### config.mk
export PLATFORM = sky130hd
export DESIGN_NAME = debug_frame_assembler
export DESIGN_NICKNAME = d
export VERILOG_FILES = /design/src/rtl/debug_frame_assembler.sv
export SDC_FILE = /design/constraint.sdc
export NUM_CORES = 1
export LEC_CHECK = 0
export BUFFER_PORTS_ARGS = -buffer_cell sky130_fd_sc_hd__buf_2
export CAP_MARGIN = 5
export CORE_ASPECT_RATIO = 1.2
export CORE_MARGIN = 4
export CORE_UTILIZATION = 55
export CTS_BUF_LIST = sky130_fd_sc_hd__clkbuf_8
export DETAILED_ROUTE_END_ITERATION = 6
export GPL_TIMING_DRIVEN = 0
export PLACE_DENSITY = 0.76
export REMOVE_ABC_BUFFERS = 1
export SLEW_MARGIN = 20
export SYNTH_ARGS = -nofsm -noshare
export SYNTH_HDL_FRONTEND = slang
export SYNTH_SLANG_ARGS = --single-unit
### constraint.sdc
create_clock -name clk -period 5.2 [get_ports clk]
set_input_delay 0.52 -clock clk [delete_from_list [all_inputs] [get_ports clk]]
set_output_delay 0.52 -clock clk [all_outputs]
set_load 0.05 [all_outputs]
### src/rtl/debug_frame_assembler.sv
// Reassembles the UART debug dump frame into register words and a packed control word.
// Optional checksum byte and CSUM state enabled by defining DBG_CHECKSUM_EN.
module debug_frame_assembler #(
  parameter int unsigned NUM_REGS    = 32,
  parameter logic [7:0]  HEADER      = 8'hA5,
  parameter int unsigned TIMEOUT_CYC = 1000000,
  parameter int unsigned TO_BIT      = 20
) (
  input  logic        clk,
  input  logic        reset,
  input  logic        rx_done_tick,
  input  logic [7:0]  din,
  output logic        word_valid,
  output logic [4:0]  word_idx,
  output logic [31:0] word_data,
  output logic [18:0] ctrl_word,
  output logic        frame_done,
  output logic        frame_err,
  output logic [1:0]  err_code,
  output logic        busy
);

  localparam int unsigned IDX_W = 5;

  typedef enum logic [2:0] {
    S_IDLE,
    S_REG,
    S_CTRL,
`ifdef DBG_CHECKSUM_EN
    S_CSUM,
`endif
    S_DONE
  } state_t;

  state_t state, state_nxt;

  logic [1:0]        byte_cnt, byte_cnt_nxt;
  logic [IDX_W-1:0]  reg_cnt, reg_cnt_nxt;
  logic [23:0]       shift, shift_nxt;
  logic [18:0]       shadow, shadow_nxt;
  logic [TO_BIT-1:0] to_cnt, to_cnt_nxt;
`ifdef DBG_CHECKSUM_EN
  logic [7:0]        csum, csum_nxt;
`endif

  logic        word_valid_nxt, frame_done_nxt, frame_err_nxt, busy_nxt;
  logic [4:0]  word_idx_nxt;
  logic [31:0] word_data_nxt;
  logic [18:0] ctrl_word_nxt;
  logic [1:0]  err_code_nxt;

  logic in_frame_c, timeout_c, hdr_c;

  // A byte in the same cycle as the timeout wins.
  always_comb begin
    in_frame_c = (state == S_REG) || (state == S_CTRL)
`ifdef DBG_CHECKSUM_EN
                 || (state == S_CSUM)
`endif
                 ;
    timeout_c  = in_frame_c && !rx_done_tick && (to_cnt == TO_BIT'(TIMEOUT_CYC - 1));
    hdr_c      = rx_done_tick && (din == HEADER) && ((state == S_IDLE) || (state == S_DONE));
  end

  // State register
  always_ff @(posedge clk or posedge reset) begin
    if (reset) state <= S_IDLE;
    else       state <= state_nxt;
  end

  // Next-state logic
  always_comb begin
    state_nxt = state;
    case (state)
      S_IDLE, S_DONE: state_nxt = hdr_c ? S_REG : S_IDLE;
      S_REG: begin
        if (timeout_c) state_nxt = S_IDLE;
        else if (rx_done_tick && byte_cnt == 2'd3 && reg_cnt == IDX_W'(NUM_REGS - 1))
          state_nxt = S_CTRL;
      end
      S_CTRL: begin
        if (timeout_c) state_nxt = S_IDLE;
        else if (rx_done_tick && byte_cnt == 2'd2)
`ifdef DBG_CHECKSUM_EN
          state_nxt = S_CSUM;
`else
          state_nxt = S_DONE;
`endif
      end
`ifdef DBG_CHECKSUM_EN
      S_CSUM: begin
        if (timeout_c) state_nxt = S_IDLE;
        else if (rx_done_tick) state_nxt = (din == csum) ? S_DONE : S_IDLE;
      end
`endif
      default: state_nxt = S_IDLE;
    endcase
  end

  // Datapath and registered-output next values
  always_comb begin
    byte_cnt_nxt   = byte_cnt;
    reg_cnt_nxt    = reg_cnt;
    shift_nxt      = shift;
    shadow_nxt     = shadow;
`ifdef DBG_CHECKSUM_EN
    csum_nxt       = csum;
`endif
    to_cnt_nxt     = '0;
    word_valid_nxt = 1'b0;
    word_idx_nxt   = word_idx;
    word_data_nxt  = word_data;
    ctrl_word_nxt  = ctrl_word;
    frame_done_nxt = 1'b0;
    frame_err_nxt  = 1'b0;
    err_code_nxt   = err_code;
    busy_nxt       = (state_nxt != S_IDLE);

    if (in_frame_c && !rx_done_tick) to_cnt_nxt = to_cnt + TO_BIT'(1);

    case (state)
      S_IDLE, S_DONE: begin
        if (hdr_c) begin
          byte_cnt_nxt = '0;
          reg_cnt_nxt  = '0;
          shift_nxt    = '0;
          shadow_nxt   = '0;
`ifdef DBG_CHECKSUM_EN
          csum_nxt     = '0;
`endif
          err_code_nxt = 2'd0;
        end
      end
      S_REG: begin
        if (rx_done_tick) begin
`ifdef DBG_CHECKSUM_EN
          csum_nxt     = csum ^ din;
`endif
          byte_cnt_nxt = byte_cnt + 2'd1;
          case (byte_cnt)
            2'd0: shift_nxt[7:0]   = din;
            2'd1: shift_nxt[15:8]  = din;
            2'd2: shift_nxt[23:16] = din;
            default: begin
              word_valid_nxt = 1'b1;
              word_idx_nxt   = reg_cnt;
              word_data_nxt  = {din, shift};
              reg_cnt_nxt    = reg_cnt + IDX_W'(1);
            end
          endcase
        end
      end
      S_CTRL: begin
        if (rx_done_tick) begin
`ifdef DBG_CHECKSUM_EN
          csum_nxt = csum ^ din;
`endif
          byte_cnt_nxt = byte_cnt + 2'd1;
          case (byte_cnt)
            2'd0: shadow_nxt[7:0] = din;
            2'd1: shadow_nxt[15:8] = din;
            default: begin
              shadow_nxt[18:16] = din[2:0];
              byte_cnt_nxt      = '0;
            end
          endcase
        end
      end
`ifdef DBG_CHECKSUM_EN
      S_CSUM: begin
        if (rx_done_tick && din != csum) begin
          frame_err_nxt = 1'b1;
          err_code_nxt  = 2'd2;
        end
      end
`endif
      default: ;
    endcase

    // Partial word and shadow are discarded; strobed words stand.
    if (timeout_c) begin
      frame_err_nxt = 1'b1;
      err_code_nxt  = 2'd1;
      byte_cnt_nxt  = '0;
      shift_nxt     = '0;
      shadow_nxt    = '0;
    end

    if (state_nxt == S_DONE) begin
      frame_done_nxt = 1'b1;
      ctrl_word_nxt  = shadow_nxt;
    end
  end

  // Datapath and output registers
  always_ff @(posedge clk or posedge reset) begin
    if (reset) begin
      byte_cnt   <= '0;
      reg_cnt    <= '0;
      shift      <= '0;
      shadow     <= '0;
      to_cnt     <= '0;
`ifdef DBG_CHECKSUM_EN
      csum       <= '0;
`endif
      word_valid <= 1'b0;
      word_idx   <= '0;
      word_data  <= '0;
      ctrl_word  <= '0;
      frame_done <= 1'b0;
      frame_err  <= 1'b0;
      err_code   <= '0;
      busy       <= 1'b0;
    end else begin
      byte_cnt   <= byte_cnt_nxt;
      reg_cnt    <= reg_cnt_nxt;
      shift      <= shift_nxt;
      shadow     <= shadow_nxt;
      to_cnt     <= to_cnt_nxt;
`ifdef DBG_CHECKSUM_EN
      csum       <= csum_nxt;
`endif
      word_valid <= word_valid_nxt;
      word_idx   <= word_idx_nxt;
      word_data  <= word_data_nxt;
      ctrl_word  <= ctrl_word_nxt;
      frame_done <= frame_done_nxt;
      frame_err  <= frame_err_nxt;
      err_code   <= err_code_nxt;
      busy       <= busy_nxt;
    end
  end

endmodule

==> run metrics, run 1 <==
status completed; CP Launch Type flop; CTS Root Cell clkbuf_8; PostCTS Resize Cnt 0; first-pass GRT wire length between 20000 and 25000 µm; Clock Sinks around 130; HPWL after DPL 8140 µm; Synth cell types 47; leak pwr 0.00337 µW; Buffers on Ports 71; endpoint class of the critical path flop; fin util 0.641; final hold violation count 0; Metal-1 WL roughly 5400 µm; Critical Path Max Stage Delay ~0.79 ns; skew final approximately 0.013 ns; ant diodes 0; clk_lat worst skew ~0.43 ns; vias in the first global route approximately 4300; Crit Path Max Fanout 22; # setup viols final 0; Die H roughly 120 µm; htree depth 4; fin area approximately 6700 µm²; Worst Path Class, Setup flop to flop; Critical Path RT about 5.5 ns; fin crit share 0.567; max cap viols 0; Main synth FF type dfrtp_1; Netlist Area Pre-Place 5900 µm²; r2r setup slk roughly 2.3 ns; Initial Utilization 0.561; clk slew on worst S/H paths roughly 0.080 ns; Hold WC Path Type input port to asynchronous set/reset pin; WP buf/inv 0; pwr dens 298 nW/µm²; CTS buffer count 17; largest net degree at the start of global routing between 90 and 100; DR WL/cell between 15 and 20 µm; Synth async-reset ratio 1.00; Avg Vias per Cell between 5 and 6; Max VDD drop roughly 0.00019 V; standard-cell rows between 40 and 50; worst-path cell chain xnor2_1, or3_1, nor4_4, a21oi_1, a32o_1; minimum clock period between 2 and 3 ns; Layout Nets 670; Seq/Total Area, Yosys 0.568; layout cells sized above 1 0.177; Placed Area about 6300 µm²; Post-Syn Area per Cell roughly 10 µm²; worst endpoint data arrival time 3.27 ns; Worst Max-Slew Pin Slew about 1.0 ns; Worst path top cell family by delay simple AND/OR/NAND/NOR gates; Core ar. around 11000 µm²; Placer Congestion about 0.83; Die W 103 µm; Peak Freq around 0.34 GHz; Clock Path Buffers 2; Crit-path slowest cell nor4_4; Initial DRC Count ~280; met2 WL post-DR approximately 6200 µm; post-route ant nets 0; P&R area growth vs syn 14.3%; Slew Limit Fails 0; cells after synthesis roughly 590; worst hold slack approximately 0.074 ns; drt pass-1 iters 6; commonest non-fill, non-tap cell in the layout nand2_1; gr ovfl total 0; top layer in use met4; #FFs+latches synth about 130; Yosys warning total 0; Total GRT Usage 0.213; most frequent cells in the layout nand2_1 (158), dfrtp_1 (134), buf_2 (71), nor2_1 (46), a21oi_1 (29); EDFF count, synth 0; I/O pin count 73; routed wire length approximately 12000 µm; antenna violations before repair 0; Slew HR 0.301; TritonCTS clock tree yes; Routed met3 length 552 µm; # Post-CTS Setup Buffers 0; die area approximately 12000 µm²; DR DRC count 0; FILL cells 841; cts hold-fix bufs 0; RSZ-0062 raised after global routing no; total number of vias approximately 4400
## synth_stat cells, types with 2 or more instances
cell type | n | area, µm²
nor3b_1 | 5 | 37.5
and4_1 | 2 | 17.5
a21oi_1 | 29 | 145
and3b_1 | 2 | 17.5
ha_1 | 10 | 125
clkbuf_1 | 26 | 97.6
a21oi_2 | 4 | 35.0
a32oi_1 | 8 | 70.1
a21o_1 | 4 | 30.0
a22oi_1 | 13 | 97.6
xnor2_1 | 9 | 78.8
nand4_1 | 6 | 37.5
nand3_1 | 20 | 100
inv_1 | 6 | 22.5
nor2b_1 | 3 | 18.8
buf_2 | 6 | 30.0
or3_1 | 6 | 37.5
nand2_1 | 158 | 593
nor3_1 | 3 | 15.0
nor2_1 | 46 | 173
and3_1 | 7 | 43.8
dfrtp_1 | 134 | 3350
xor2_1 | 10 | 87.6
o21ai_0 | 9 | 45.0
buf_1 | 2 | 7.51
mux2i_1 | 24 | 240
and2_1 | 5 | 31.3
a32o_1 | 8 | 80.1
a22o_1 | 8 | 70.1
## report_power, final
group | internal [µW] | switching [µW]
sequential | 1050 | 8.39
clock | 468 | 395
combinational | 20.8 | 65.9
total | 1540 | 470
## cells by family (layout without fill, tap and decap cells)
group                      after synthesis  after routing  synth area share
other                                    1              2          0.000636
and+or+nand+nor                        275            275             0.210
xor gates and xnor gates                19             19            0.0282
DFF                                    134            134             0.568
AOI/OAI and AO/OA                       86             86             0.102
muxes                                   24             24            0.0407
buffers and inverters                   42            110            0.0299
adders and majority gates               10             10            0.0212
## flip-flops by register name, summed over array words and instances, names as in the netlist, 2 cells and up
name and flops:
byte_cnt 2, ctrl_word 19, reg_cnt 5, shadow 19, shift 24, state 3, to_cnt 20, word_data 32
word_idx 5
## final timing paths
kind                                     startpoint                   endpoint  depth (start not counted)
max in group asynchronous                     reset        shadow[1]$_DFF_PP0_                          3
min reg2reg                word_data[1]$_DFFE_PP0P_   word_data[1]$_DFFE_PP0P_                          2
max                              state[1]$_DFF_PP0_       shadow[10]$_DFF_PP0_                          5
max reg2reg                      state[1]$_DFF_PP0_       shadow[10]$_DFF_PP0_                          5
min in group clk                             din[5]  word_data[29]$_DFFE_PP0P_                          3
min                                           reset   word_data[0]$_DFFE_PP0P_                          2
## through the flow
step,total power (µW),cells,worst slack [ns],setup TNS (ns)
after floorplan,1130,556,1.10,0
after global placement,1160,756,-0.217,-26.38
after detailed placement,1170,759,2.11,0
after CTS,2030,789,2.02,0
after global routing,2080,789,2.08,0
final,2010,789,2.25,0
## final cells by class
cell class | instances | area, µm² | share of cell area
Multi-Input combinational cell | 416 | 2390 | 0.354
Sequential cell | 134 | 3350 | 0.497
Clock inverter | 13 | 160 | 0.0237
Tap cell | 129 | 161 | 0.0239
Inverter | 6 | 30.0 | 0.00445
Timing Repair Buffer | 74 | 418 | 0.0620
Clock buffer | 17 | 234 | 0.0347
## layer usage
metal	vias up	track usage
met5	-	0
met2	114	0.341
li1	2121	-
met1	2185	0.285
met4	0	0.0664
met3	21	0.0506
Power figures use the tool's default switching activity.
==> run 2: changes to the inputs <==
==> constraint.sdc (replaced) <==
create_clock -name clk -period 2.8 [get_ports clk]
set_input_delay 0.28 -clock clk [delete_from_list [all_inputs] [get_ports clk]]
set_output_delay 0.28 -clock clk [all_outputs]
set_load 0.05 [all_outputs]
==> run metrics, run 2 (synthesis gave the netlist of run 1 again) <==
htree depth 4; Crit Path Max Fanout 35; leak pwr approximately 0.0034 µW; I/O pin count 73; Placer Congestion about 0.83; post-route ant nets 0; Worst path top cell family by delay simple AND/OR/NAND/NOR gates; minimum clock period roughly 2.6 ns; Slew HR 0.502; CTS buffer count 17; Peak Freq 0.380 GHz; Hold WC Path Type input port to flop; sequential share of power 0.528; Setup crit start state[1]$_DFF_PP0_; gr ovfl total 0; max reg flops 32; pwr dens 550 nW/µm²; routed wire length between 10000 and 15000 µm; fin area slightly below 7000 µm²; commonest non-fill, non-tap cell in the layout nand2_1; internal power between 2000 and 3000 µW; Clock Sinks around 130; Worst Path Class, Setup flop to flop; Buffers on Ports 71; start point of the worst hold path din[6]; status completed; final hold violation count 0; Die H 121 µm; vias in the first global route around 4400; ant diodes 0; Layout Nets between 600 and 700; Clock Path Buffers 2; fin crit share 0.940; Crit-path slowest cell or3_2; standard-cell rows 41; Avg Vias per Cell ~5.6; Critical Path Max Stage Delay between 0.6 and 0.7 ns; most frequent cells in the layout nand2_1 (158), dfrtp_1 (134), buf_2 (71), nor2_1 (45), a21oi_1 (29); switching power 870 µW; # setup viols final 0; antenna violations before repair 0; clk slew on worst S/H paths ~0.08 ns; CP Launch Type flop; Setup TNS 0 ns; Placed Area roughly 6300 µm²; CTS Root Cell clkbuf_8; WP buf/inv 0; Total GRT Usage 0.214; Gate power share 0.043; DR WL/cell about 16 µm; Core ar. 10500 µm²; Critical Path RT 3.08 ns; Initial DRC Count roughly 270; total number of vias 4426; layout cells sized above 1 0.184; Die W about 100 µm; power share of the clock group 0.429; Max VDD drop roughly 0.00036 V; die area 12500 µm²; largest net degree at the start of global routing between 90 and 100; drt pass-1 iters 5; first-pass GRT wire length 21100 µm; Switching Share 0.233; Top Registers word_data (32), shift (24), to_cnt (20); Worst Max-Slew Pin Slew 0.741 ns; Slew Limit Fails 0; Largest Register word_data; P&R area growth vs syn 15.1%; DR DRC count 0; max cap viols 0; clk_lat worst skew 0.43 ns; fin util 0.646; TritonCTS clock tree yes; Initial Utilization 0.561; PnR Total Power about 3700 µW; skew final approximately 0.012 ns; worst r2r src state[1]$_DFF_PP0_; endpoint class of the critical path flop; worst endpoint data arrival time a little under 3 ns; worst-path cell chain xnor2_1, or3_2, or3_4, nand3_1, mux2i_1; RSZ-0062 raised after global routing no; HPWL after DPL 8140 µm
run 2: cell types whose count changed in the layout (fill, tap and decap cells not counted), sizes merged:
cell / change
buf: +3
dlygate4sd3: +1
run 2: cell type report:
cell class,instances,area [µm²]
timing repair buffer,78,450
sequential,134,3350
clock inverter,13,160
multi-input combinational,416,2390
inverter,6,35.0
clock buffer,17,234
fill,833,3730
tap,129,161
run 2: worst paths after layout:
path / to / slack [ns] / depth (start not counted)
min: word_data[30]$_DFFE_PP0P_ / 0.14 / 3
max: shift[14]$_DFFE_PP0P_ / 0.17 / 5
min in group asynchronous: word_idx[3]$_DFFE_PP0P_ / 0.38 / 3
max in group asynchronous: shadow[1]$_DFF_PP0_ / 1.69 / 4
min reg2reg: word_data[1]$_DFFE_PP0P_ / 0.47 / 2
max reg2reg: shift[14]$_DFFE_PP0P_ / 0.17 / 5
run 2: layer usage:
| metal | GRT usage | vias to the layer above | wire length [µm] |
|---|---|---|---|
| li1 | - | 2132 | - |
| met5 | 0 | - | 0 |
| met3 | 0.0506 | 15 | 608 |
| met4 | 0.0681 | 0 | 138 |
| met2 | 0.342 | 104 | 6340 |
| met1 | 0.286 | 2175 | 5380 |
run 2: power groups by stage:
stage	clock (µW)	combinational [µW]	sequential, µW
floorplan	0	70.7	2040
global placement	0	153	2010
detailed placement	0	164	2010
CTS	1630	166	1970
global route	1720	181	1970
finish	1600	162	1970
run 2: stage by stage:
| stage | std cells | setup slack, ns | hold WS, ns |
|---|---|---|---|
| finish | 793 | 0.169 | 0.143 |
| detailed placement | 759 | -0.292 | 0.294 |
| floorplan | 556 | -1.06 | 0.385 |
| global placement | 756 | -2.62 | 0.453 |
| CTS | 793 | 0.145 | 0.122 |
| global route | 793 | 0.0237 | 0.116 |
run 2: worst reg2reg max path: cells and delay by family, from the launching register on:
kind	cells	cell delay, ns
DFF	1	0.64
xor gates and xnor gates	1	0.21
and+or+nand+nor	3	1.54
muxes	1	0.11
run 2: what timing repair did:
action                                  in CTS  in global routing
endpoints found under the setup margin      41                 11
setup buffers                                3                  0
gates resized for setup                      3                  3
hold endpoints to repair                    43                  0
hold buffers                                 1                  0
pin swaps                                    1                  0
==> run 3: changes to the inputs <==
--- a/config.mk
+++ b/config.mk
@@ -9,12 +9,13 @@
 export CAP_MARGIN = 5
 export CORE_ASPECT_RATIO = 1.2
 export CORE_MARGIN = 4
-export CORE_UTILIZATION = 55
+export CORE_UTILIZATION = 60
 export CTS_BUF_LIST = sky130_fd_sc_hd__clkbuf_8
 export DETAILED_ROUTE_END_ITERATION = 6
 export GPL_TIMING_DRIVEN = 0
-export PLACE_DENSITY = 0.76
+export PLACE_DENSITY = 0.82
 export REMOVE_ABC_BUFFERS = 1
+export SETUP_SLACK_MARGIN = 0.3
 export SLEW_MARGIN = 20
 export SYNTH_ARGS = -nofsm -noshare
 export SYNTH_HDL_FRONTEND = slang
==> run metrics, run 3 (synthesis gave the netlist of run 1 again) <==
status complete, but fails checks; failing checks DRC; Hold WC Path Type input port to flop; Placer Congestion ~0.84; Slew HR 0.487; skew final about 0.0084 ns; Worst Path Class, Setup flop to flop; worst slack, placed -0.557 ns; pwr dens 539 nW/µm²; largest net degree at the start of global routing 79; Die W just under 100 µm; r2r setup slk 0.44 ns; Initial DRC Count about 320; Core ar. around 9600 µm²; Switching Share 0.232; CTS buffer count 17; Avg Vias per Cell 5.64; DR DRC count 3; worst-case reg-to-reg path depth 6; start point of the worst hold path din[6]; Largest Register word_data; RSZ-0062 raised after global routing yes; minimum clock period 2.36 ns; Setup TNS 0 ns; clk_lat worst skew about 0.44 ns; Slew Limit Fails 0; sequential share of power 0.539; final hold violation count 0; DR WL/cell between 15 and 20 µm; post-route ant nets 0; gr ovfl total 0; clk slew on worst S/H paths ~0.07 ns; Hold EP word_data[30]$_DFFE_PP0P_; ant diodes 0; PnR Total Power between 3000 and 4000 µW; commonest non-fill, non-tap cell in the layout nand2_1; standard-cell rows 39; Die H ~120 µm; leak pwr roughly 0.0034 µW; worst r2r src to_cnt[0]$_DFF_PP0_; layout cells sized above 1 0.189; Critical R2R Capture shift[13]$_DFFE_PP0P_; Max VDD drop 0.000326 V; power share of the clock group 0.416; # setup viols final 0; Total GRT Usage 0.226; Initial Utilization 0.617; vias in the first global route approximately 4400; CTS Root Cell clkbuf_8; Clock Path Buffers 2; final worst slack around 0.44 ns; Peak Freq between 0.4 and 0.5 GHz; total number of vias between 4000 and 5000; most frequent cells in the layout nand2_1 (158), dfrtp_1 (132), buf_2 (71), nor2_1 (45), a21oi_1 (29); routed wire length roughly 13000 µm; antenna violations before repair 0; first-pass GRT wire length between 20000 and 25000 µm; internal power around 2800 µW; CP Launch Type flop; TritonCTS clock tree yes; worst hold path cell count 3; max reg flops 32; I/O pin count 73; htree depth 4; endpoint class of the critical path flop; Buffers on Ports 71; die area ~11000 µm²; Top Registers word_data (32), shift (24), to_cnt (20); Layout Nets between 600 and 700; fin crit share 0.841; Crit Path Max Fanout 8; worst endpoint data arrival time roughly 2.7 ns; Clock Sinks 134; P&R area growth vs syn 15.0%; Critical Path RT between 3 and 4 ns; switching power roughly 850 µW; Gate power share 0.045; drt pass-1 iters 7; Worst Max-Slew Pin Slew approximately 0.76 ns; HPWL after DPL around 8000 µm; max cap viols 0
-- run 3: worst max-delay path, cell delays in order, from the launching register on --
cell and delay, ns:
dfrtp_1 0.41, ha_1 0.24, and4_1 0.28, nand4_1 0.14
o31a_1 0.36, a21oi_2 0.58, mux2i_1 0.27
-- run 3: area by class of cell --
cell class,count,area [µm²]
Tap cell,123,154
Timing Repair Buffer,78,430
Clock inverter,12,114
Clock buffer,19,262
Fill cell,726,2780
Multi-Input combinational cell,417,2440
Inverter,6,35.0
Sequential cell,134,3360
-- run 3: timing repair --
| action | in CTS | in global routing |
|---|---|---|
| setup buffers | 3 | 1 |
| gates cloned | 0 | 1 |
| resized for setup | 11 | 3 |
| pin swaps | 1 | 2 |
| setup endpoints to repair | 97 | 21 |
| hold buffers | 1 | 0 |
| endpoints found under the hold margin | 56 | 0 |
-- run 3: worst max-delay path by stage --
| stage | start | endpoint | depth (start not counted) |
|---|---|---|---|
| 2_1_floorplan | reset | busy$_DFF_PP0_ | 1 |
| 3_3_place_gp | state[0]$_DFF_PP0_ | reg_cnt[2]$_DFFE_PP0P_ | 6 |
| 3_5_place_dp | state[0]$_DFF_PP0_ | reg_cnt[2]$_DFFE_PP0P_ | 6 |
| 5_1_grt | to_cnt[0]$_DFF_PP0_ | shift[8]$_DFFE_PP0P_ | 6 |
| 6_report | to_cnt[0]$_DFF_PP0_ | shift[13]$_DFFE_PP0P_ | 6 |
| 4_1_cts | state[2]$_DFF_PP0_ | reg_cnt[2]$_DFFE_PP0P_ | 6 |
-- run 3: power groups by stage --
stage | clock network [µW] | registers (µW) | logic [µW]
2_1_floorplan | 0 | 2040 | 70.7
3_3_place_gp | 0 | 2010 | 154
3_5_place_dp | 0 | 2010 | 164
4_1_cts | 1540 | 1970 | 166
5_1_grt | 1640 | 1970 | 184
6_report | 1520 | 1970 | 166
-- run 3: layer usage --
metal / global-route usage / share of wire
met2: 0.366 / 0.51
met3: 0.0651 / 0.051
met5: 0 / 0
met1: 0.291 / 0.42
met4: 0.0902 / 0.014
-- run 3: stage by stage --
stage,hold WS (ns),cell area [µm²],std cells,util
global route,0.129,6790,789,0.710
floorplan,0.385,5750,556,-
global placement,0.452,6260,750,0.655
CTS,0.115,6750,787,0.706
finish,0.132,6790,789,0.710
detailed placement,0.329,6310,752,0.660
